## src/rtl/readmemh_pkg.sv

```systemverilog
// readmemh_pkg: parser states, error codes, character classes and ASCII constants
package readmemh_pkg;
    typedef enum logic [2:0] {S_WS, S_DATA, S_ADDR, S_SLASH, S_LCOMMENT, S_ERR, S_DONE} state_t;
    typedef enum logic [1:0] {ERR_NONE, ERR_BAD_CHAR, ERR_OVERFLOW, ERR_EMPTY_ADDR} err_t;
    typedef enum logic [2:0] {C_HEX, C_WS, C_UNDERSCORE, C_AT, C_SLASH, C_OTHER} char_class_t;
    localparam logic [7:0] ASCII_TAB   = 8'h09;
    localparam logic [7:0] ASCII_LF    = 8'h0a;
    localparam logic [7:0] ASCII_CR    = 8'h0d;
    localparam logic [7:0] ASCII_SPACE = 8'h20;
    localparam logic [7:0] ASCII_SLASH = 8'h2f;
    localparam logic [7:0] ASCII_0     = 8'h30;
    localparam logic [7:0] ASCII_9     = 8'h39;
    localparam logic [7:0] ASCII_AT    = 8'h40;
    localparam logic [7:0] ASCII_UP_A  = 8'h41;
    localparam logic [7:0] ASCII_UP_F  = 8'h46;
    localparam logic [7:0] ASCII_US    = 8'h5f;
    localparam logic [7:0] ASCII_LO_A  = 8'h61;
    localparam logic [7:0] ASCII_LO_F  = 8'h66;
endpackage

```

## src/rtl/readmemh_stream_parser_char_class.sv

```systemverilog
// readmemh_char_class: classifies one ASCII byte and decodes its hex digit value
module readmemh_char_class
    import readmemh_pkg::*;
(
    input  logic [7:0]  i_byte,
    output char_class_t o_class,
    output logic [3:0]  o_digit
);
    logic w_dec;
    logic w_alpha;
    logic w_ws;
    assign w_dec   = i_byte >= ASCII_0 && i_byte <= ASCII_9;
    assign w_alpha = (i_byte >= ASCII_LO_A && i_byte <= ASCII_LO_F) ||
                     (i_byte >= ASCII_UP_A && i_byte <= ASCII_UP_F);
    assign w_ws    = i_byte == ASCII_SPACE || i_byte == ASCII_TAB ||
                     i_byte == ASCII_CR || i_byte == ASCII_LF;
    // letters a-f/A-F share low nibbles 1..6, so +9 yields 10..15
    assign o_digit = w_dec ? i_byte[3:0] : i_byte[3:0] + 4'd9;
    assign o_class = (w_dec || w_alpha)      ? C_HEX :
                     w_ws                    ? C_WS :
                     (i_byte == ASCII_US)    ? C_UNDERSCORE :
                     (i_byte == ASCII_AT)    ? C_AT :
                     (i_byte == ASCII_SLASH) ? C_SLASH : C_OTHER;
endmodule

```

## src/rtl/readmemh_stream_parser.sv

```systemverilog
// readmemh_stream_parser: parses a writememh-style hex text stream into memory write commands
module readmemh_stream_parser
    import readmemh_pkg::*;
#(
    parameter int DATA_WIDTH = 32,
    parameter int ADDR_WIDTH = 16
) (
    input  logic                  i_clk,
    input  logic                  i_rst,
    input  logic                  i_byte_valid,
    output logic                  o_byte_ready,
    input  logic [7:0]            i_byte,
    input  logic                  i_last,
    output logic                  o_wr_valid,
    input  logic                  i_wr_ready,
    output logic [ADDR_WIDTH-1:0] o_wr_addr,
    output logic [DATA_WIDTH-1:0] o_wr_data,
    output logic                  o_done,
    output logic                  o_error,
    output logic [1:0]            o_error_code
);
    localparam int ND    = (DATA_WIDTH + 3) / 4;
    localparam int NA    = (ADDR_WIDTH + 3) / 4;
    localparam int MAXD  = ND > NA ? ND : NA;
    localparam int ACC_W = 4 * MAXD;
    localparam int CNT_W = $clog2(MAXD + 1);

    state_t                r_state, w_state_nxt;
    err_t                  r_err_code, w_err;
    logic [ACC_W-1:0]      r_acc, w_acc_nxt, w_shifted;
    logic [CNT_W-1:0]      r_cnt, w_cnt_nxt;
    logic [ADDR_WIDTH-1:0] r_addr, r_wr_addr;
    logic [DATA_WIDTH-1:0] r_wr_data;
    logic                  r_wr_valid, w_accept, w_emit, w_load;
    char_class_t           w_class;
    logic [3:0]            w_digit;

    readmemh_char_class u_class (.i_byte(i_byte), .o_class(w_class), .o_digit(w_digit));

    assign o_byte_ready = r_state != S_ERR && r_state != S_DONE && (!r_wr_valid || i_wr_ready);
    assign w_accept     = i_byte_valid && o_byte_ready;
    assign w_shifted    = {r_acc[ACC_W-5:0], w_digit};
    assign o_wr_valid   = r_wr_valid;
    assign o_wr_addr    = r_wr_addr;
    assign o_wr_data    = r_wr_data;
    assign o_done       = r_state == S_DONE && !r_wr_valid;
    assign o_error      = r_state == S_ERR;
    assign o_error_code = r_err_code;

    always_comb begin
        w_state_nxt = r_state;
        w_acc_nxt   = r_acc;
        w_cnt_nxt   = r_cnt;
        w_err       = ERR_NONE;
        w_emit      = 1'b0;
        w_load      = 1'b0;
        if (w_accept) begin
            case (r_state)
                S_WS: case (w_class)
                    C_HEX: begin
                        w_state_nxt = S_DATA;
                        w_acc_nxt   = ACC_W'(w_digit);
                        w_cnt_nxt   = CNT_W'(1);
                    end
                    C_AT: begin
                        w_state_nxt = S_ADDR;
                        w_acc_nxt   = '0;
                        w_cnt_nxt   = '0;
                    end
                    C_SLASH: w_state_nxt = S_SLASH;
                    C_WS: ;
                    default: w_err = ERR_BAD_CHAR;
                endcase
                S_DATA, S_ADDR: case (w_class)
                    C_HEX: begin
                        if (r_cnt == CNT_W'(r_state == S_DATA ? ND : NA)) w_err = ERR_OVERFLOW;
                        else begin
                            w_acc_nxt = w_shifted;
                            w_cnt_nxt = r_cnt + CNT_W'(1);
                        end
                    end
                    C_UNDERSCORE: ;
                    C_WS, C_SLASH: begin
                        if (r_state == S_ADDR && r_cnt == '0) w_err = ERR_EMPTY_ADDR;
                        else begin
                            w_emit      = r_state == S_DATA;
                            w_load      = r_state == S_ADDR;
                            w_state_nxt = w_class == C_WS ? S_WS : S_SLASH;
                        end
                    end
                    default: w_err = ERR_BAD_CHAR;
                endcase
                S_SLASH: if (w_class == C_SLASH) w_state_nxt = S_LCOMMENT; else w_err = ERR_BAD_CHAR;
                S_LCOMMENT: if (i_byte == ASCII_LF) w_state_nxt = S_WS;
                default: ;
            endcase
            // end of stream behaves like a trailing whitespace byte, then finishes
            if (i_last && w_err == ERR_NONE) begin
                if (w_state_nxt == S_SLASH) w_err = ERR_BAD_CHAR;
                else if (w_state_nxt == S_ADDR && w_cnt_nxt == '0) w_err = ERR_EMPTY_ADDR;
                else begin
                    w_emit      = w_emit || w_state_nxt == S_DATA;
                    w_load      = w_load || w_state_nxt == S_ADDR;
                    w_state_nxt = S_DONE;
                end
            end
            if (w_err != ERR_NONE) w_state_nxt = S_ERR;
        end
    end

    always_ff @(posedge i_clk) begin
        if (!i_rst) begin
            r_state    <= S_WS;
            r_err_code <= ERR_NONE;
            r_acc      <= '0;
            r_cnt      <= '0;
            r_addr     <= '0;
            r_wr_valid <= 1'b0;
            r_wr_addr  <= '0;
            r_wr_data  <= '0;
        end else begin
            r_state <= w_state_nxt;
            r_acc   <= w_acc_nxt;
            r_cnt   <= w_cnt_nxt;
            if (w_err != ERR_NONE) r_err_code <= w_err;
            if (w_emit) begin
                r_wr_valid <= 1'b1;
                r_wr_addr  <= r_addr;
                r_wr_data  <= DATA_WIDTH'(w_acc_nxt);
            end else if (i_wr_ready) r_wr_valid <= 1'b0;
            if (w_load) r_addr <= ADDR_WIDTH'(w_acc_nxt);
            else if (w_emit) r_addr <= r_addr + ADDR_WIDTH'(1);
        end
    end
endmodule

```

## config.mk

```make
export PLATFORM = sky130hd
export DESIGN_NAME = readmemh_stream_parser
export DESIGN_NICKNAME = d
export VERILOG_FILES = /design/src/rtl/readmemh_pkg.sv /design/src/rtl/readmemh_stream_parser_char_class.sv /design/src/rtl/readmemh_stream_parser.sv
export SDC_FILE = /design/constraint.sdc
export NUM_CORES = 1
export LEC_CHECK = 0
export BUFFER_PORTS_ARGS = -buffer_cell sky130_fd_sc_hd__buf_2
export CAP_MARGIN = 20
export CORE_ASPECT_RATIO = 1.1
export CORE_MARGIN = 2
export CORE_UTILIZATION = 52
export DETAILED_ROUTE_END_ITERATION = 12
export PLACE_DENSITY = 0.76
export SYNTH_ARGS = -nofsm -noshare
export SYNTH_HDL_FRONTEND = slang
export SYNTH_HIERARCHICAL = 1
export SYNTH_SLANG_ARGS = --single-unit
export TNS_END_PERCENT = 5
```

## constraint.sdc

```tcl
create_clock -name i_clk -period 3.85 [get_ports i_clk]
set_input_delay 0.77 -clock i_clk [delete_from_list [all_inputs] [get_ports i_clk]]
set_output_delay 0.77 -clock i_clk [all_outputs]
set_load 0.02 [all_outputs]
```

==> metrics.txt, run 1 <==
top_reg_cell synth=dfxtp_1; EDFF count, synth=0; # diodes=0; io pins=67; Initial Utilization=53.1%; Post-synth top cells=dfxtp_1, nor2_1, a211oi_1, a22oi_1; initial antenna violation count=0; start of the worst register-to-register path=r_state[0]; maximum clock rate=260 MHz; core region area=0.00984 mm2; final setup violation count=1; Psw=676 uW; Slew @ Worst Pin=0.856 ns; reg-to-reg critical path endpoint=r_state[2]; Hold EP=o_error_code[1]; status=finished, violations left; worst setup path startpoint=i_byte[1]; root buf cell=clkbuf_8; Yosys top cell by area=dfxtp_1; Comb power frac=18.5%; Worst setup SP type=input pin; PnR worst setup slack=-0.00130 ns; max_slew headroom=42.8%; Via density=5.92; Data arrival, critical path=4.13 ns; Sw Share=30.4%; ys async rst share=0%; PwrDens=334 mW/mm2; share of post-route cells with drive strength above 1=30.8%; Synth warnings=6; I/O Buffers=66; H-tree levels=3; Area after DPL=0.00616 mm2; number of remaining DRC errors=0; Nets=740; failing checks=setup timing; largest net degree at the start of global routing=50; final hold vios=0; min-delay src=o_error_code[1]; Flop pwr share=51.7%; Hold Path Depth=2; Clock Latency Late Sink=0.38 ns; top cell type's share of synthesized area=40.6%; minimum clock period=3.85 ns; hpwl dp=9910 um; DR pass1 iterations=6; Synth-to-Final Area Change=27.8%; internal power=1550 uW; clock skew=0.0125 ns; top-count cell post-synth=dfxtp_1; Mapped Area=0.00522 mm2; DRT iter0 DRCs=386; Worst Hold Class=reg2reg; mean area per synthesized cell=8.69 um2; kind of critical path=in2reg; total gr overflow=0; Seq/Total Area, Yosys=40.6%; Pleak=0.00262 uW; nature of the critical path endpoint=flip-flop; Reg2Reg Depth=9; clk sinks=106; DRT Wirelength=14000 um; global-route wire length before repair=21900 um; max-cap viol count=0; design area=0.00667 mm2; flops & latches, synth=106; period utilisation layout=100%; maximum vdd drop=0.000193 V; Vias=5005; CTS clock-pin slew for the worst setup and hold paths=0.11 ns; Total GRT Usage=25.0%; ANT nets after route=0; synth top area cells=dfxtp_1, nor2_1, a211oi_1, a22oi_1, mux2i_1; CTS tree=yes; deepest clock path buffer count=2; Synth Instances=601; number of global-route vias before repair=4680; CTS Buf Count=9; Die Wd=99.5 um; Placer Congestion=0.862; hold slack=0.480 ns; worst-path maximum fanout=7; Chip Height=109 um; WL/cell=16.6 um; Cell Rows=38; Yosys cell types=79; Mapped Nets=621; flop2flop setup slack=0.59 ns; RSZ-0062 raised after global routing=true; Final Max Slew Viols=0; Worst EP required=4.13 ns; die footprint=0.0109 mm2; clock network power share=29.8%
## timing repair
item	CTS	global route
resized for setup	7	54
gates cloned	0	1
endpoints found under the setup margin	67	69
pin swaps	4	16
hold buffers	0	0
buffers inserted	1	8
## cells in the final DEF (no fill, tap or decap), types with 3 or more instances in the layout
cell and instances:
dfxtp_1 106, nor2_1 97, buf_4 76, buf_2 65, a211oi_1 31, a22oi_1 31, nand2_1 24, a21oi_1 23
o21ai_0 18, mux2i_1 18, inv_1 14, o21ai_1 11, xnor2_1 10, nand3_1 10, clkbuf_8 10, nor2b_1 9
nor3_1 8, buf_6 8, and2_1 7, nand3b_1 7, nor3b_1 6, nand4_1 6, and3_1 5, a31oi_1 5
nand2b_1 5, ha_1 5, buf_12 5, a211oi_2 4, o21a_1 4, a2bb2oi_1 4, nor4b_1 3, or3_1 3
a221oi_4 3
## registers in the layout, summed over array words and instances, names as in the netlist
register	flops
o_wr_valid	1
o_wr_data	32
o_wr_addr	16
r_cnt	4
r_acc	32
o_error_code	2
r_addr	16
r_state	3
## cells by family (layout without fill, tap and decap cells)
group | Yosys count | in the layout | synth area share [%]
adders and majority gates | 7 | 7 | 1.68
buffers and inverters | 64 | 188 | 5.56
and+or+nand+nor | 216 | 216 | 21.2
AOI/OAI and AO/OA | 172 | 172 | 24.0
xor gates and xnor gates | 13 | 13 | 2.32
DFF | 106 | 106 | 40.6
muxes | 23 | 23 | 4.55
## how the worst max path moves through the flow
stage	depth (start not counted)	slack (ns)	to
final	16	-0.001	r_addr[12]
after global routing	18	-0.12	r_state[2]
after CTS	18	-0.02	r_addr[7]
after detailed placement	17	-0.59	r_addr[14]
after global placement	16	-0.44	r_state[0]
after floorplan	16	-0.007	r_addr[1]
## critical path, cell delays in order
cell,delay (ns)
buf_8,0.09
inv_6,0.04
ha_4,0.15
or3b_1,0.36
nand4_1,0.16
a221oi_4,0.10
buf_4,0.15
nor3_4,0.23
or3b_4,0.44
a221oi_4,0.31
o211ai_1,0.25
o31a_1,0.46
buf_6,0.17
nor4_4,0.20
xnor2_1,0.15
a21oi_1,0.08
## final cells by class
cell class,instances,area [um2]
clock buffer,10,138
clock inverter,6,48.8
fill,784,3170
inverter,17,71.3
multi-input combinational,431,3040
sequential,106,2120
tap,120,150
timing repair buffer,155,1100
## routing by layer
layer  vias to the layer above  GRT usage (%)  wire length, um
met4                         0           11.0              440
met5                         -              0                0
li1                       2407              -                -
met1                      2381           30.0             5910
met3                        34           4.87              677
met2                       183           43.5             6960
## metrics by stage
stage	TNS [ns]	setup WS [ns]	util (%)	total power, uW	std cells
final	-0.00130	-0.00130	67.8	2230	845
after global placement	-25.07	-0.443	62.5	1530	819
after CTS	-0.0587	-0.0212	64.8	2190	836
after floorplan	-0.0307	-0.00714	-	1410	601
after global routing	-1.63	-0.116	67.8	2310	845
after detailed placement	-32.55	-0.594	62.5	1540	819
## power by group through the flow
stage          clock network (uW)  registers [uW]  logic (uW)
2_1_floorplan                   0            1180         232
3_3_place_gp                    0            1170         355
3_5_place_dp                    0            1170         363
4_1_cts                       668            1150         369
5_1_grt                       713            1150         443
6_report                      663            1150         412
(Power assumes the default switching activity.)
==> inputs of run 2 (changes only) <==
--- a/config.mk
+++ b/config.mk
@@ -12,8 +12,8 @@
 export CORE_UTILIZATION = 52
 export DETAILED_ROUTE_END_ITERATION = 12
 export PLACE_DENSITY = 0.76
+export RECOVER_POWER = 50
 export SYNTH_ARGS = -nofsm -noshare
 export SYNTH_HDL_FRONTEND = slang
-export SYNTH_HIERARCHICAL = 1
 export SYNTH_SLANG_ARGS = --single-unit
 export TNS_END_PERCENT = 5
==> metrics.txt, run 2 <==
period utilisation layout=95.2% (-4.9 points); maximum clock rate=273 MHz (+5.1%); Via density=6.09 (+2.8%); internal power=1500 uW (-3.2%); min-delay src=o_wr_addr[2]; Seq/Total Area, Yosys=42.3% (+1.6 points); # resized after CTS=0 (-7); top-count cell post-synth=dfxtp_1; H-tree levels=3 (unchanged); DRT iter0 DRCs=366 (-5.2%); Worst setup SP type=input pin; minimum clock period=3.66 ns (-0.188 ns); commonest non-fill, non-tap cell in the layout=dfxtp_1; number of remaining DRC errors=0 (unchanged); reg-to-reg critical path endpoint=r_addr[4]; initial antenna violation count=0 (unchanged); Die Wd=97.7 um (-1.8%); flop2flop setup slack=0.60 ns (about the same); Mapped Nets=625 (+0.64%); Cell Rows=37 (-2.6%); worst setup path startpoint=i_byte[1]; adder-cell share of the synthesized area=1.99% (+0.32 points); Worst Hold Class=reg2reg; CTS clock-pin slew for the worst setup and hold paths=0.12 ns (about the same); die footprint=0.0105 mm2 (-3.7%); mean area per synthesized cell=8.32 um2 (-4.3%); DRT Wirelength=13200 um (-5.9%); Mapped Area=0.00502 mm2 (-3.8%); hold buffer count at cts=0 (unchanged); clk sinks=106 (unchanged); flops & latches, synth=106 (unchanged); maximum vdd drop=0.000168 V (-13%); EDFF count, synth=0 (unchanged); Yosys top cell by area=dfxtp_1; Clock Latency Late Sink=0.39 ns (about the same); clock network power share=31.3% (+1.5 points); Comb power frac=16.5% (-2.0 points); status=finished clean; post-synthesis mux area share=0.399% (-4.2 points); Post-synth top cells=dfxtp_1, nor2_1, nand2_1, a211oi_1; clock skew=0.0152 ns (+0.00273 ns); largest family of logic cells by synthesized area=compound AO/OA/AOI/OAI gates; pre-CTS setup slack=-0.0292 ns (+0.565 ns); Synth warnings=0 (-6); kind of critical path=in2reg; Post-Synth XOR/XNOR Area=1.05% (-1.3 points); top cell type's share of synthesized area=42.3% (+1.6 points); CTS tree=yes; Placer Congestion=0.949 (+10%); WL/cell=16.9 um (+2.2%); Worst EP required=4.11 ns (-0.02 ns); Synth Area in Simple Gates=22.7% (+1.5 points); Synth-to-Final Area Change=11.1%; # diodes=0 (unchanged); max-cap viol count=0 (unchanged); most frequent cells in the layout=dfxtp_1, nor2_1, nand2_1, clkbuf_1, a211oi_1; nature of the critical path endpoint=flip-flop; Reg2Reg Depth=11 (+2); hold slack=0.460 ns (-0.0200 ns); largest net degree at the start of global routing=83 (+66%); synth top area cells=dfxtp_1, nor2_1, nand2_1, a211oi_1, a22oi_1; Psw=707 uW (+4.6%); Synth Instances=604 (+0.50%); Yosys cell types=67 (-15%); ys async rst share=0% (unchanged); deepest clock path buffer count=2 (unchanged); Initial Utilization=53.4% (+0.39 points); DR pass1 iterations=5 (-1); root buf cell=clkbuf_8; Pleak=0.00190 uW (-27%); final hold vios=0 (unchanged); top_reg_cell synth=dfxtp_1; number of global-route vias before repair=4301 (-8.1%); Flop pwr share=52.2% (+0.5 points); buffer count from post-CTS setup fixing=0 (-1); share of post-route cells with drive strength above 1=8.47% (-22 points); Data arrival, critical path=3.92 ns (-0.21 ns); Sw Share=32.0% (+1.7 points); hpwl dp=9370 um (-5.4%); RSZ-0062 raised after global routing=false; CTS Buf Count=9 (unchanged); Total GRT Usage=25.2% (+0.27 points); Slew @ Worst Pin=0.821 ns (-0.0354 ns); Compound-Gate Fraction of Synth Area=26.4% (+2.4 points); final setup violation count=0 (-1); global-route wire length before repair=21400 um (-2.2%); start of the worst register-to-register path=r_cnt[0]; core region area=0.00940 mm2 (-4.5%); max_slew headroom=44.7% (+1.9 points); Hold EP=o_wr_addr[2]; total gr overflow=0 (unchanged); PnR worst setup slack=0.186 ns (+0.188 ns); I/O Buffers=66 (unchanged); Vias=4739 (-5.3%); PwrDens=396 mW/mm2 (+19%); io pins=67 (unchanged); Final Max Slew Viols=0 (unchanged); Nets=677 (-8.5%); Chip Height=107 um (-1.9%); ANT nets after route=0 (unchanged); worst-path maximum fanout=11 (+4); Hold Path Depth=2 (unchanged)
-- run 2: cell types whose count changed after synthesis, sizes merged, moves of 9 or more --
cell    change
o211ai     +12
nand2      +42
buf         -9
mux2i      -18
o21ai      -11
-- run 2: power groups by stage --
stage / registers [uW] / clock network, uW / logic (uW)
2_1_floorplan: 1180 / 0 / 242
3_3_place_gp: 1170 / 0 / 362
3_5_place_dp: 1180 / 0 / 364
4_1_cts: 1150 / 702 / 368
5_1_grt: 1150 / 747 / 399
6_report: 1150 / 691 / 365
-- run 2: area by class of cell --
cell class,instances,area [um2]
inverter,12,45.0
tap,117,146
multi-input combinational,444,2650
timing repair buffer,83,409
fill,908,3820
clock inverter,7,83.8
sequential,106,2120
clock buffer,9,124
-- run 2: critical path, stage by stage --
cell	delay [ns]
buf_2	0.13
inv_1	0.11
ha_1	0.24
or4b_2	0.64
nand3_1	0.13
o21ai_0	0.29
a21boi_0	0.33
o211ai_1	0.18
o211a_1	0.29
o21a_2	0.27
nand2_1	0.34
o221ai_1	0.19
-- run 2: per-layer routing --
metal	global-route usage, %	wire (um)
met4	9.13	283
met5	0	0
met2	41.6	6170
met1	33.7	5930
met3	3.91	774
-- run 2: logic make-up after synthesis --
logic type	after synthesis
buf+inv	54
mux	2
simple gates	242
fa+ha+maj	8
compound gates	186
xor+xnor	6
flops	106
-- run 2: how the worst max path moves through the flow --
stage                    endpoint  slack [ns]
floorplan               r_addr[2]        0.47
global placement        r_addr[2]        0.11
detailed placement     r_addr[12]       -0.03
global route        o_wr_data[28]        0.05
CTS                    r_addr[12]        0.35
finish                 r_addr[12]        0.19
-- run 2: metrics by stage --
stage,instance area (um2),total power [uW],cells,utilization (%),TNS [ns]
finish,5580,2210,778,59.4,0
floorplan,5020,1420,604,-,0
detailed placement,5450,1540,762,58.0,-0.0971
CTS,5660,2220,778,60.2,0
global route,5580,2300,778,59.4,0
global placement,5450,1540,762,58.0,0
